**config.mk**
```make
export PLATFORM = sky130hd
export DESIGN_NAME = alu_writeback
export DESIGN_NICKNAME = d
export VERILOG_FILES = /design/src/rtl/alu_writeback_pkg.sv /design/src/rtl/alu_writeback_regfile.sv /design/src/rtl/alu_writeback.sv
export SDC_FILE = /design/constraint.sdc
export NUM_CORES = 1
export LEC_CHECK = 0
export CAP_MARGIN = 20
export CORE_AREA = 5 5 95 119
export CTS_CLUSTER_DIAMETER = 40
export DETAILED_ROUTE_END_ITERATION = 10
export DIE_AREA = 0 0 100 124
export DONT_BUFFER_PORTS = 1
export PLACE_DENSITY = 0.65
export SYNTH_ARGS = -nofsm -noshare
export SYNTH_HDL_FRONTEND = slang
export SYNTH_HIERARCHICAL = 1
export SYNTH_SLANG_ARGS = --single-unit
```
**constraint.sdc**
```tcl
create_clock -name CLK -period 2.9 [get_ports CLK]
set_clock_uncertainty 0.1 [all_clocks]
set_input_delay 0.58 -clock CLK [delete_from_list [all_inputs] [get_ports CLK]]
set_output_delay 0.58 -clock CLK [all_outputs]
set_load 0.05 [all_outputs]
```
**src/rtl/alu_writeback_pkg.sv**
```systemverilog
// Shared types for the ALU writeback stage: default sizes, register index,
// overflow code and the single-entry pipeline stage record.
package alu_writeback_pkg;

  localparam int DW_DEF    = 8;
  localparam int NREGS_DEF = 8;

  typedef logic [$clog2(NREGS_DEF)-1:0] reg_idx_t;
  typedef logic [1:0]                   ovf_t;

  typedef struct packed {
    logic              valid;
    reg_idx_t          dst;
    logic              we;
    logic [DW_DEF-1:0] data;
  } wb_entry_t;

endpackage

```
**src/rtl/alu_writeback_regfile.sv**
```systemverilog
// General register file: one write port, two combinational read ports,
// every entry cleared by the asynchronous reset.
module alu_writeback_regfile #(
  parameter int NREGS = 8,
  parameter int DW    = 8
) (
  input  logic                     CLK,
  input  logic                     RST_N,
  input  logic                     we,
  input  logic [$clog2(NREGS)-1:0] waddr,
  input  logic [DW-1:0]            wdata,
  input  logic [$clog2(NREGS)-1:0] raddr_a,
  output logic [DW-1:0]            rdata_a,
  input  logic [$clog2(NREGS)-1:0] raddr_b,
  output logic [DW-1:0]            rdata_b
);

  logic [DW-1:0] mem_r [NREGS];

  // Storage array: clear on reset, single write per edge
  always_ff @(posedge CLK or negedge RST_N) begin
    if (!RST_N) begin
      for (int i = 0; i < NREGS; i++) begin
        mem_r[i] <= {DW{1'b0}};
      end
    end else if (we) begin
      mem_r[waddr] <= wdata;
    end
  end

  assign rdata_a = mem_r[raddr_a];
  assign rdata_b = mem_r[raddr_b];

endmodule

```
**src/rtl/alu_writeback.sv**
```systemverilog
// Execute/writeback stage: one pipeline register in front of the register
// file, with operand bypass from that register, latched flags and an
// overflow-event counter.
module alu_writeback
  import alu_writeback_pkg::*;
#(
  parameter int NREGS = NREGS_DEF,
  parameter int DW    = DW_DEF
) (
  input  logic                     CLK,
  input  logic                     RST_N,
  input  logic                     IN_VALID,
  output logic                     IN_READY,
  input  logic [$clog2(NREGS)-1:0] IN_DST,
  input  logic                     IN_WE,
  input  logic                     IN_FLAG_WE,
  input  logic [DW-1:0]            ALU_OUT,
  input  logic [1:0]               ALU_OVF,
  input  logic                     ALU_ZF,
  input  logic                     HOLD,
  input  logic [$clog2(NREGS)-1:0] RA_ADDR,
  input  logic [$clog2(NREGS)-1:0] RB_ADDR,
  output logic [DW-1:0]            RA_DATA,
  output logic [DW-1:0]            RB_DATA,
  output logic [1:0]               OVF_Q,
  output logic                     ZF_Q,
  output logic [7:0]               OVF_CNT
);

  wb_entry_t     stage_r;
  ovf_t          ovf_r;
  logic          zf_r;
  logic [7:0]    ovf_cnt_r;
  logic          accept_s;
  logic          commit_s;
  logic          flag_upd_s;
  logic [DW-1:0] rf_a_s;
  logic [DW-1:0] rf_b_s;

  assign IN_READY   = ~HOLD;
  assign accept_s   = IN_VALID & ~HOLD;
  assign commit_s   = stage_r.valid & stage_r.we & ~HOLD;
  assign flag_upd_s = accept_s & IN_FLAG_WE;

  alu_writeback_regfile #(
    .NREGS (NREGS),
    .DW    (DW)
  ) u_regfile (
    .CLK     (CLK),
    .RST_N   (RST_N),
    .we      (commit_s),
    .waddr   (stage_r.dst),
    .wdata   (stage_r.data),
    .raddr_a (RA_ADDR),
    .rdata_a (rf_a_s),
    .raddr_b (RB_ADDR),
    .rdata_b (rf_b_s)
  );

  // Stage register: load on accept, drain when nothing new arrives, freeze on HOLD
  always_ff @(posedge CLK or negedge RST_N) begin
    if (!RST_N) begin
      stage_r.valid <= 1'b0;
      stage_r.dst   <= {$bits(reg_idx_t){1'b0}};
      stage_r.we    <= 1'b0;
      stage_r.data  <= {DW{1'b0}};
    end else if (accept_s) begin
      stage_r.valid <= 1'b1;
      stage_r.dst   <= IN_DST;
      stage_r.we    <= IN_WE;
      stage_r.data  <= ALU_OUT;
    end else if (!HOLD) begin
      stage_r.valid <= 1'b0;
    end
  end

  // Architectural flags and saturating overflow counter, updated at the accept edge
  always_ff @(posedge CLK or negedge RST_N) begin
    if (!RST_N) begin
      ovf_r     <= 2'b00;
      zf_r      <= 1'b0;
      ovf_cnt_r <= 8'd0;
    end else if (flag_upd_s) begin
      ovf_r <= ALU_OVF;
      zf_r  <= ALU_ZF;
      if ((ALU_OVF != 2'b00) && (ovf_cnt_r != 8'hFF)) begin
        ovf_cnt_r <= ovf_cnt_r + 8'd1;
      end
    end
  end

  // Operand bypass: only from the stage register, never from the live ALU inputs
  always_comb begin
    RA_DATA = rf_a_s;
    RB_DATA = rf_b_s;
    if (stage_r.valid && stage_r.we && (stage_r.dst == RA_ADDR)) begin
      RA_DATA = stage_r.data;
    end else begin
      RA_DATA = rf_a_s;
    end
    if (stage_r.valid && stage_r.we && (stage_r.dst == RB_ADDR)) begin
      RB_DATA = stage_r.data;
    end else begin
      RB_DATA = rf_b_s;
    end
  end

  assign OVF_Q   = ovf_r;
  assign ZF_Q    = zf_r;
  assign OVF_CNT = ovf_cnt_r;

endmodule

```
==> flow_metrics.tcl <==
set metrics [dict create \
    drc 0 \
    die_area_um2 12400 \
    grt_pass1_vias 3113 \
    ys_warn_count 6 \
    crit_required_ns 2.22 \
    ctsResizeCount 0 \
    avgViaCountPerCell 6.08 \
    highest_layer "met4" \
    max_clock_freq_mhz 360 \
    layout_common_cells "mux2_2 (103), dfrtp_1 (88), nand2_1 (44)" \
    layout-drive-gt1-share_pct 40.8 \
    initial_core_util_pct 48.7 \
    r2r-start "stage_r[12]$_DFFE_PN0P_" \
    final_net_count 367 \
    first_pass_iters 4 \
    final-hold-violation-count 0 \
    crit_arrival_ns 2.10 \
    max_slew.worst_pin.slew_ns 0.849 \
    finalCriticalPeriod_ns 2.78 \
    syn-cell-area_um2 4870 \
    antenna_found_initial 0 \
    wl_um 10800 \
    gp_routability_congestion 0.761 \
    wire_per_inst_um 22.9 \
    synth-seq-area-share_pct 45.2 \
    p_int_w 0.00261 \
    slew_viol_final 0 \
    htreeDepth 3 \
    cts_tree "done" \
    portBuffers 0 \
    setup_viol 0 \
    clkTransAtPathRegs_ns 0.06 \
    die_y_um 124 \
    p_leak_nw 2.55 \
    fp.dieW_um 100 \
    synth_cell_type_count 35 \
    grt_setup_unrepaired "false" \
    reg2reg_depth 5 \
    final_cell_area_um2 5330 \
    routed-wl-met2_um 5690 \
    vias 2869 \
    syn_nets 360 \
    synth.top_cell.area_share_pct 45.2 \
    hpwl_um 7160 \
    cts_setup_buffers 0 \
    tns_ns 0 \
    cts_num_sinks 88 \
    worstSetupPathType "reg -> out" \
    cap_violations 0 \
    syn_to_final_growth_pct 9.48 \
    grt_pass1_wl_um 17400 \
    clock_power_share_pct 27.5 \
    rows 41 \
    p_sw_share_pct 32.7 \
    power_switching_w 0.00127 \
    dpl_cell_area_um2 5030 \
    pwr_density_cell_nw_per_um2 729 \
    seqPwrFrac_pct 47.6 \
    ys_top_cells_by_area "dfrtp_1 (45%), mux2_2 (24%), mux4_1 (16%)" \
    critPathLaunchType "register" \
    drt-met1-wl_um 4540 \
    drtAntennaViolNets 0 \
    r2r_slack_ns 0.71 \
    reg2reg_to "u_regfile/mem_r[61]$_DFFE_PN0P_" \
    clk_latency_ns 0.33 \
    io_pins 54 \
    numCtsBuffers 9 \
    syn_area_per_cell_um2 14.6 \
    core-area_um2 10000 \
    synth_largest_area_cell "dfrtp_1" \
    hp-class "in -> async" \
    slew-limit-headroom_pct 43.3 \
    ys_ff_latch 88 \
    ir_drop_uv 555 \
    overflow 0 \
    outcome "complete, no violations" \
    antenna-diode-count 0 \
    grt_max_degree 89 \
    final_common_cell "mux2_2" \
    drt_iter0_markers 155 \
    synthCells 333 \
    wl_met3_um 422 \
    worst_setup_path_end_kind "primary output" \
    clock-root-buffer "clkbuf_16" \
    finalCritPeriodShare_pct 95.8 \
    power_frac_comb_pct 25.0 \
    cts_buffer_depth 2 \
    cp_max_fo 11 \
    track_usage_pct 18.9 \
]
cell type report:
class	instances	area [um^2]
clock buffer	14	274
fill	853	4670
inverter	3	11.3
multi-input combinational	222	2540
sequential	88	2200
tap	129	161
timing repair buffer	16	140
cells by family after synthesis:
| group | Yosys count | synth area share [%] |
|---|---|---|
| fa+ha+maj | 1 | 0.257 |
| simple gates | 72 | 8.25 |
| xor+xnor | 7 | 1.26 |
| mux | 138 | 41.5 |
| flops | 88 | 45.2 |
| buf+inv | 23 | 2.96 |
| compound gates | 4 | 0.565 |
cell usage after synthesis:
master     count
nor4b_4        1
mux4_1        29
nand3b_1       1
nand4b_1       3
mux2i_1        3
or3_1          1
nor2b_1        1
xor2_1         6
a211o_1        1
buf_6          2
nor2_1         3
nor4_1         3
nand4_1        3
dfrtp_1       88
buf_1          2
buf_12         2
a2111oi_0      1
and4_1         1
nor4_4         2
and3_1         1
mux2_2       103
nand3_1        1
inv_1          3
o21ai_0        1
mux4_2         3
a21oi_1        1
ha_1           1
nor3b_1        1
nor4bb_1       3
buf_2          8
nor3_1         1
nand2_1       44
clkbuf_1       6
nand2b_1       2
xnor2_1        1
metrics by stage:
stage          instances  hold WS [ns]  total power (W)  util, %  worst slack (ns)
2_1_floorplan        333         0.184          0.00265        -             0.230
3_3_place_gp         457         0.188          0.00277     50.3             0.429
3_5_place_dp         457         0.187          0.00282     50.3             0.417
4_1_cts              472        0.0749          0.00392     53.3            0.0955
5_1_grt              472        0.0932          0.00409     53.3            0.0330
6_report             472        0.0584          0.00388     53.3             0.122
metal layers:
| layer | GRT usage (%) | up-vias |
|---|---|---|
| met3 | 4.03 | 10 |
| met5 | 0 | - |
| met1 | 23.4 | 1515 |
| met4 | 7.25 | 0 |
| met2 | 32.5 | 56 |
| li1 | - | 1288 |
worst max-delay path, cell delays in order (launching register included):
cell,delay [ns]
dfrtp_1,0.61
xor2_1,0.17
nor4_4,0.28
buf_4,0.22
mux2_2,0.48
state kept, by name, summed over array words and instances, names as in the netlist:
signal and count:
OVF_Q 2, OVF_CNT 8, u_regfile/mem_r 64, ZF_Q 1, stage_r 13
how the worst max path moves through the flow:
stage	from	to	slack [ns]	cells after the start
floorplan	RB_ADDR[0]	RB_DATA[0]	0.23	5
global placement	RA_ADDR[0]	RA_DATA[2]	0.43	3
detailed placement	RB_ADDR[0]	RB_DATA[7]	0.42	3
CTS	stage_r[9]$_DFFE_PN0P_	RB_DATA[2]	0.1	4
global route	stage_r[9]$_DFFE_PN0P_	RB_DATA[7]	0.03	4
finish	stage_r[9]$_DFFE_PN0P_	RB_DATA[2]	0.12	4
power groups by stage:
stage	Sequential [W]	Clock, W	Combinational (W)
after floorplan	0.00180	0	0.000847
after global placement	0.00184	0	0.000927
after detailed placement	0.00187	0	0.000950
after CTS	0.00184	0.00110	0.000981
after global routing	0.00189	0.00115	0.00105
final	0.00185	0.00107	0.000970
repair_timing:
item                                   CTS  global route
endpoints found under the hold margin   88             0
hold buffers                             1             0
setup endpoints to repair                0             0
No activity file was read; power rests on OpenSTA's default activity.
